==> config.mk <==
export PLATFORM = sky130hd
export DESIGN_NAME = booth_seq_mult
export DESIGN_NICKNAME = d
export VERILOG_FILES = /design/src/rtl/booth_pkg.sv /design/src/rtl/booth_addsub.sv /design/src/rtl/booth_seq_mult.sv
export SDC_FILE = /design/constraint.sdc
export NUM_CORES = 1
export LEC_CHECK = 0
export ABC_AREA = 0
export CAP_MARGIN = 30
export CORE_AREA = 4 4 76 78
export CTS_CLUSTER_DIAMETER = 150
export CTS_CLUSTER_SIZE = 10
export DETAILED_ROUTE_END_ITERATION = 6
export DIE_AREA = 0 0 80 82
export GPL_TIMING_DRIVEN = 1
export PLACE_DENSITY = 0.74
export SYNTH_ARGS = -nofsm -noshare
export SYNTH_HDL_FRONTEND = slang
export SYNTH_SLANG_ARGS = --single-unit
==> constraint.sdc <==
create_clock -name clk -period 3.7 [get_ports clk]
set_input_delay 0.37 -clock clk [delete_from_list [all_inputs] [get_ports clk]]
set_output_delay 0.37 -clock clk [all_outputs]
set_load 0.02 [all_outputs]
==> src/rtl/booth_pkg.sv <==
// Shared definitions for the sequential radix-2 Booth multiplier: FSM encoding,
// default operand width and the iteration-counter width helper.
package booth_pkg;

  typedef enum logic [1:0] {
    S_IDLE = 2'd0,
    S_RUN  = 2'd1,
    S_DONE = 2'd2
  } state_e;

  localparam int DEFAULT_W = 8;

  // The counter must hold 0..w (w+1 iterations).
  function automatic int cnt_w(input int w);
    return $clog2(w + 2);
  endfunction

endpackage

==> src/rtl/booth_addsub.sv <==
// Combinational N-bit adder/subtractor used for the Booth partial-product step.
module booth_addsub #(
  parameter int N = 10
) (
  input  logic         sub,
  input  logic [N-1:0] x,
  input  logic [N-1:0] y,
  output logic [N-1:0] sum
);

  always_comb begin
    sum = sub ? (x - y) : (x + y);
  end

endmodule

==> src/rtl/booth_seq_mult.sv <==
// Sequential radix-2 Booth multiplier with fixed W+1 iteration latency,
// signed or unsigned operands selected per operation.
module booth_seq_mult
  import booth_pkg::*;
#(
  parameter int W = DEFAULT_W
) (
  input  logic           clk,
  input  logic           rst,
  input  logic           start,
  input  logic           signed_mode,
  input  logic [W-1:0]   a,
  input  logic [W-1:0]   b,
  output logic [2*W-1:0] product,
  output logic           ready,
  output logic           done
);

  localparam int CW = cnt_w(W);

  // Handshake: an operation is accepted on a rising edge where start=1 and
  // ready=1; done is high for exactly the one DONE cycle, when product is new.
  state_e         state_q, state_d;
  logic [W+1:0]   acc_q, acc_d;
  logic [W:0]     mq_q, mq_d;
  logic           qm1_q, qm1_d;
  logic [W:0]     mcand_q, mcand_d;
  logic [CW-1:0]  cnt_q, cnt_d;
  logic [2*W-1:0] product_q, product_d;

  logic           accept;
  logic           op_add, op_sub;
  logic [W+1:0]   sum;
  logic [W+1:0]   acc_new;
  logic [W:0]     ext_a, ext_b;

  assign ready   = (state_q == S_IDLE) || (state_q == S_DONE);
  assign done    = (state_q == S_DONE);
  assign product = product_q;
  assign accept  = start && ready;

  assign ext_a  = signed_mode ? {a[W-1], a} : {1'b0, a};
  assign ext_b  = signed_mode ? {b[W-1], b} : {1'b0, b};
  assign op_add = ({mq_q[0], qm1_q} == 2'b01);
  assign op_sub = ({mq_q[0], qm1_q} == 2'b10);

  booth_addsub #(.N(W + 2)) u_addsub (
    .sub (op_sub),
    .x   (acc_q),
    .y   ({mcand_q[W], mcand_q}),
    .sum (sum)
  );

  assign acc_new = (op_add || op_sub) ? sum : acc_q;

  always_comb begin
    state_d   = state_q;
    acc_d     = acc_q;
    mq_d      = mq_q;
    qm1_d     = qm1_q;
    mcand_d   = mcand_q;
    cnt_d     = cnt_q;
    product_d = product_q;
    case (state_q)
      S_IDLE, S_DONE: begin
        if (accept) begin
          state_d = S_RUN;
          acc_d   = '0;
          mq_d    = ext_b;
          qm1_d   = 1'b0;
          mcand_d = ext_a;
          cnt_d   = '0;
        end else begin
          state_d = S_IDLE;
        end
      end
      S_RUN: begin
        // Arithmetic right shift of {acc, mq, q-1} after the conditional add.
        acc_d = {acc_new[W+1], acc_new[W+1:1]};
        mq_d  = {acc_new[0], mq_q[W:1]};
        qm1_d = mq_q[0];
        cnt_d = cnt_q + 1'b1;
        if (cnt_q == CW'(W)) begin
          state_d   = S_DONE;
          product_d = {acc_d[W-2:0], mq_d};
        end
      end
      default: state_d = S_IDLE;
    endcase
  end

  always_ff @(posedge clk) begin
    if (rst) begin
      state_q   <= S_IDLE;
      acc_q     <= '0;
      mq_q      <= '0;
      qm1_q     <= 1'b0;
      mcand_q   <= '0;
      cnt_q     <= '0;
      product_q <= '0;
    end else begin
      state_q   <= state_d;
      acc_q     <= acc_d;
      mq_q      <= mq_d;
      qm1_q     <= qm1_d;
      mcand_q   <= mcand_d;
      cnt_q     <= cnt_d;
      product_q <= product_d;
    end
  end

endmodule

[Word level (Yosys, flattened, before mapping)]
Cells that the tools add are included.
W data, S select, Z words.
Storage, ports and cells
  register bits after elaboration: 51
  output and inout port bits: 18
  logic and storage cells: 41
  bits of input ports: 20
Operators by class
  multiplexer cells: 15
  eq/ne operators: 7
  reductions and logical operators: 9
  add/subtract/negate cells: 3
Operators with widths (number)
  $mux W10: 3
  $mux W9: 3
  $pmux W10 S2: 1
  $pmux W9 S2: 1
  $add A10 B10 Y10: 1
  $sub A10 B10 Y10: 1
  $pmux W4 S2: 1
  $reduce_and A2 Y1: 3
  $add A4 B1 Y4 const B: 1
  $eq A2 B1 Y1 const B: 2
  $eq A2 B2 Y1 const B: 2
  $eq A4 B4 Y1 const B: 1
  $mux W4: 1
  $ne A2 B2 Y1 const B: 2
  $pmux W2 S2: 1
  $logic_not A2 Y1: 1
  $logic_or A1 B1 Y1: 2
  $mux W1: 2
  $mux W2: 1
  $pmux W1 S2: 1
  $reduce_bool A2 Y1: 1
  $reduce_or A2 Y1: 1
  $logic_and A1 B1 Y1: 1

[Longest topological paths before layout]
  depth after elaboration: 5
  depth in mapped cells: 13
  mapped depth without buffers: 13

[By module]
Synthesis repeated with hierarchy kept, for this count alone.
Second synthesis, totals
  cell total of the unflattened synthesis: 292
  area, all modules: 2582.5 µm²
By module, submodules not included
  booth_seq_mult: seq. area each 1001.0 µm², cells each 211, times used 1, area each 1994.4 µm²
  booth_addsub: seq. area each 0.0 µm², cells each 81, times used 1, area each 588.1 µm²

[Worst setup path after synthesis]
OpenSTA, ideal clock, no wires.
  kind: register -> register
  start: reg mq_q[0]
  end: reg acc_q[8]
  slack: 1.119 ns
  data required time: 3.577 ns
  cell stages (with the launch flop): 12
  buffers on the path: 1
  setup time: 0.123 ns
  data arrival time: 2.457 ns
  clock period less this slack: 2.581 ns
  path through: dfxtp_1 -> ha_1 -> clkbuf_1 -> mux2_2 -> inv_1 -> ha_1 -> nor2b_2 -> o21ai_2 -> o211a_4 -> o31ai_4 -> mux2i_1 -> mux2_1
Between the ends
  word-level cells in the longest chain between the ends: 4
  elaborated cells on any way between the ends: 6
  those cells by class: eq/ne: 2; mux: 3; reduce/logical: 1
RTL lines
  start: declaration: RTL line booth_seq_mult.sv:25  | logic [W:0] mq_q, mq_d;
  start signal: assignment: RTL line booth_seq_mult.sv:104  | mq_q <= mq_d;
  $eq A2 B2 Y1 or $eq A2 B1 Y1 (tied branches): RTL line booth_seq_mult.sv:45, booth_seq_mult.sv:44
  $mux W10 or $logic_or A1 B1 Y1 (tied branches): RTL line booth_addsub.sv:12, booth_seq_mult.sv:54
  $mux W10 *: RTL line booth_seq_mult.sv:54  | assign acc_new = (op_add || op_sub) ? sum : acc_q;
  $pmux W10 S2 *: RTL line booth_seq_mult.sv:64  | case (state_q)
  end signal: assignment: RTL line booth_seq_mult.sv:95  | acc_q <= '0;
  end signal: assignment: RTL line booth_seq_mult.sv:103  | acc_q <= acc_d;
  end: declaration: RTL line booth_seq_mult.sv:24  | logic [W+1:0] acc_q, acc_d;
Every way passes the cells marked *; elsewhere a longest branch is shown, timed or not.
A chain may end at the register's enable or synchronous reset.

[Worst setup path after layout]
  start: reg mcand_q[0]
  end: reg acc_q[8]
Between the ends
  word-level cells in the longest chain between the ends: 4
  elaborated cells on any way between the ends: 5
  those cells by class: add/sub: 2; mux: 3
RTL lines
  start: declaration: RTL line booth_seq_mult.sv:27  | logic [W:0] mcand_q, mcand_d;
  start signal: assignment: RTL line booth_seq_mult.sv:106  | mcand_q <= mcand_d;
  $add A10 B10 Y10 or $sub A10 B10 Y10 (tied branches): RTL line booth_addsub.sv:12  | sum = sub ? (x - y) : (x + y);
  $mux W10 *: RTL line booth_addsub.sv:12
  $mux W10 *: RTL line booth_seq_mult.sv:54
  $pmux W10 S2 *: RTL line booth_seq_mult.sv:64
Marks and branches as above.

==> Implementation_results.wiki <==
{| class="wikitable"
! Metric !! Value
|-
| Clock sink count || 50
|-
| DRC violations left || 0
|-
| Post-route minimum period || approximately 2.8 ns
|-
| Synth Area in Adders || under 10%
|-
| Total standard cell area after synthesis || 2600 µm²
|-
| Effective utilization at floorplan || around half
|-
| Minimum setup slack in the final design || between 0.9 and 1 ns
|-
| Outcome || finished, final reports clean
|-
| Final antenna-violating net count || 0
|-
| Launching point of the worst reg2reg path || mcand_q[0]$_SDFFE_PP0P_
|-
| Post-synth EDFFs || 0
|-
| Worst setup path startpoint || mcand_q[0]$_SDFFE_PP0P_
|-
| Final cell count without fillers || around 430
|-
| Library cell with the highest instance count after synthesis || sky130_fd_sc_hd__nand2_1
|-
| CTS tree || done
|-
| Gate Count Post-Synth || between 300 and 400
|-
| First-pass detailed-route iteration total || 4
|-
| Area fraction in and, or, nand and nor cells after synthesis || 21.0%
|-
| Routability congestion estimate from global placement || 0.809
|-
| Reg2reg end || acc_q[8]$_SDFFE_PP0P_
|-
| Required arrival time at the worst endpoint || 3.90 ns
|-
| Vias per cell || about 5.4
|-
| Setup tns final || 0 ns
|-
| Clk_lat worst skew || a little over 0.3 ns
|-
| Dpl cells || around 420
|-
| Final Hold Vio Count || 0
|-
| Classification of the worst-slack hold path || reg -> reg
|-
| Net Count, Synth || around 360
|-
| Via count of the first global-routing pass || 2245
|-
| Global route total overflow || 0
|-
| Clk Tree Root Cell || sky130_fd_sc_hd__clkbuf_8
|-
| Number of resized instances in the post-cts repair step || 0
|-
| Cell accounting for the most synthesized area || sky130_fd_sc_hd__dfxtp_1
|-
| Main combinational cell family by area after synthesis || compound AO/OA/AOI/OAI gates
|-
| Crit Path Class || reg -> reg
|-
| Final count of pins violating max slew || 0
|-
| Worst clock skew || roughly 0.0090 ns
|-
| Delay of the slowest cell on the worst path || ~0.44 ns
|-
| Top cell types by occurrence after synthesis || sky130_fd_sc_hd__nand2_1 (63), sky130_fd_sc_hd__dfxtp_1 (50), sky130_fd_sc_hd__a21oi_1 (46), sky130_fd_sc_hd__nor2_1 (31)
|-
| Maximum number of pins on one net before global-route repair || 52
|-
| Max-capacitance violation count || 0
|-
| Layout cell share with drive strength beyond 1 || 5.63%
|-
| Levels on crit path || 13
|-
| All-Layer GR Usage || roughly a fifth
|-
| Crit path max fanout || 5
|-
| Number of vias in the routed layout || around 2300
|-
| Mean post-synth cell area || approximately 8 µm²
|-
| End point of the critical path || acc_q[8]$_SDFFE_PP0P_
|-
| Global-route wire length before repair || 9830 µm
|-
| Maximum clock frequency || 359 MHz
|-
| Portion of the clock cycle consumed by the worst path in the final layout || between 70 and 80%
|-
| Kind of capture point of the worst setup path || flop
|-
| CTS Hold Buffers Added || 0
|-
| Worst path slowest cell || sky130_fd_sc_hd__dfxtp_1
|-
| Total detailed-routing wirelength || between 5000 and 6000 µm
|-
| Die Footprint || 6560 µm²
|-
| Top cells by area in the synthesized netlist || sky130_fd_sc_hd__dfxtp_1 (38%), sky130_fd_sc_hd__nand2_1 (9.1%), sky130_fd_sc_hd__a21oi_1 (8.8%), sky130_fd_sc_hd__ha_1 (6.3%), sky130_fd_sc_hd__nor2_1 (4.5%)
|-
| Critical path cell sequence || inv_1 -> ha_1 -> nand2_1 -> nor2_1 -> a21oi_1 -> xnor2_1 -> ha_1 -> nand2_1 -> nor2_1 -> a211oi_1 -> o31ai_4 -> mux2i_1 -> mux2_1
|-
| Most used flip-flop cell after synthesis || sky130_fd_sc_hd__dfxtp_1
|-
| Row cnt || 26
|-
| Y dimension of the die || 82 µm
|-
| Power per cell area || approximately 390 nW/µm²
|-
| Total core area || slightly above 5000 µm²
|-
| Worst voltage drop across the vdd grid || slightly above 0.3 mV
|-
| Layout overhead on the synthesized area || 18.5%
|-
| Overall power of the completed layout || ~1200 µW
|-
| CTS Buffer Depth || 2
|-
| Slew Limit Headroom || a little under two fifths
|-
| Static leakage || 0.00113 µW
|-
| Family of cells with the greatest summed delay on the critical path || compound AO/OA/AOI/OAI gates
|-
| Number of synthesized register bits || 50
|-
| Placement-stage worst setup slack || 0.901 ns
|-
| Fin nets || 389
|-
| Number of input and output port buffers inserted || 37
|-
| H-tree levels || 2
|-
| Setup repair after global routing missed its margin || false
|-
| Count of antenna diodes in the layout || 0
|-
| XOR/XNOR share of the synthesized area || approximately 3.4%
|-
| Ys async rst share || 0%
|-
| Half-perimeter wire length after placement || between 3000 and 4000 µm
|-
| Area share of the leading cell type in the synthesized netlist || 38.5%
|-
| Chip Width || 80 µm
|-
| Number of cells on the worst reg-to-reg path || 13
|-
| Post-synthesis compound-gate area fraction || between 20% and 30%
|-
| Worst slew pin tran || 0.934 ns
|-
| Synth warn || 0
|-
| Violation count after the first detailed-routing iteration || roughly 110
|-
| Number of buffers added by the clock tree synthesis step || 5
|-
| Buffering stage count on the worst path with inverters included || 1
|-
| Endpoint arrival time on the critical path || 2.99 ns
|-
| Multiplexer fraction of the synthesized cell area || under 10%
|-
| Num ports || 38
|-
| Share of synthesized area occupied by flip-flops and latches || approximately two fifths
|-
| Number of antenna violations at the first check in global routing || 0
|-
| Slack of the worst reg-to-reg path || 0.91 ns
|-
| Setup bufs post-CTS || 0
|-
| Startpoint types || flop
|-
| Finish-stage setup viols || 0
|-
| Number of distinct standard cells referenced by the synthesized netlist || 44
|-
| Clock transition at path regs || 0.10 ns
|-
| Detail-routed net length per standard cell || roughly 14 µm
|}
==> flip-flops by register name (all words and copies together) (netlist names) <==
| signal | cells |
|---|---|
| acc_q | 9 |
| cnt_q | 4 |
| mcand_q | 9 |
| mq_q | 9 |
| product | 16 |
| qm1_q | 1 |
| state_q | 2 |
==> layout make-up <==
cell class	instances	area, µm²
Clock buffer	5	68.8
Clock inverter	2	13.8
Timing Repair Buffer	40	388
Multi-Input combinational cell	245	1480
Tap cell	70	87.6
Sequential cell	50	1000
Fill cell	496	1990
Inverter	13	48.8
==> kinds of logic after synthesis <==
logic type | after synthesis
buf+inv | 32
compound gates | 89
mux | 8
simple gates | 124
fa+ha+maj | 14
flops | 50
xor+xnor | 10
==> worst min-delay path, stage by stage, from the launching register on <==
cell,delay [ns]
sky130_fd_sc_hd__dfxtp_1,0.32
sky130_fd_sc_hd__nand2_1,0.05
sky130_fd_sc_hd__a21oi_1,0.05
==> power breakdown <==
part           switching, µW  internal (µW)  leakage (µW)
combinational            168            128      0.000681
sequential              18.8            556      0.000406
clock                    186            131     0.0000444
total                    373            816       0.00113
==> worst min path at each step <==
stage | startpoint | endpoint | slack [ns] | cells past startpoint
final | product[1]$_SDFFE_PP0P_ | product[1]$_SDFFE_PP0P_ | 0.46 | 2
after global routing | product[3]$_SDFFE_PP0P_ | product[3]$_SDFFE_PP0P_ | 0.48 | 2
after CTS | product[1]$_SDFFE_PP0P_ | product[1]$_SDFFE_PP0P_ | 0.46 | 2
after detailed placement | product[1]$_SDFFE_PP0P_ | product[1]$_SDFFE_PP0P_ | 0.45 | 2
after global placement | product[1]$_SDFFE_PP0P_ | product[1]$_SDFFE_PP0P_ | 0.44 | 2
after floorplan | mq_q[4]$_SDFFE_PP0P_ | product[3]$_SDFFE_PP0P_ | 0.45 | 2
==> metal layers <==
layer  vias up  global-route usage [%]  part of all wire (%)
li1       1180                       -                     -
met5         -                       0                     0
met1      1064                    22.4                    46
met2        43                    33.2                    48
met4         0                    6.25                   1.1
met3         6                    4.06                   4.9
==> cells in the final DEF, fill, tap and decap left out, drive strengths merged, types with 3 or more instances in the layout <==
| cell type | instances |
|---|---|
| a211oi | 4 |
| a21oi | 46 |
| a22oi | 13 |
| a31oi | 3 |
| a32oi | 4 |
| buf | 4 |
| clkbuf | 5 |
| clkdlybuf4s50 | 36 |
| dfxtp | 50 |
| ha | 13 |
| inv | 14 |
| mux2i | 6 |
| nand2 | 64 |
| nand3 | 4 |
| nor2 | 33 |
| nor2b | 5 |
| nor3 | 8 |
| o21a | 5 |
| o21ai | 5 |
| xnor2 | 7 |
| xor2 | 3 |
==> through the flow <==
stage	area (µm²)	util [%]	hold WS, ns
2_1_floorplan	2600	-	0.446
6_report	3080	60.7	0.456
5_1_grt	3080	60.7	0.476
3_3_place_gp	3000	59.1	0.440
4_1_cts	3080	60.7	0.459
3_5_place_dp	3000	59.1	0.445
(Power assumes the default switching activity.)
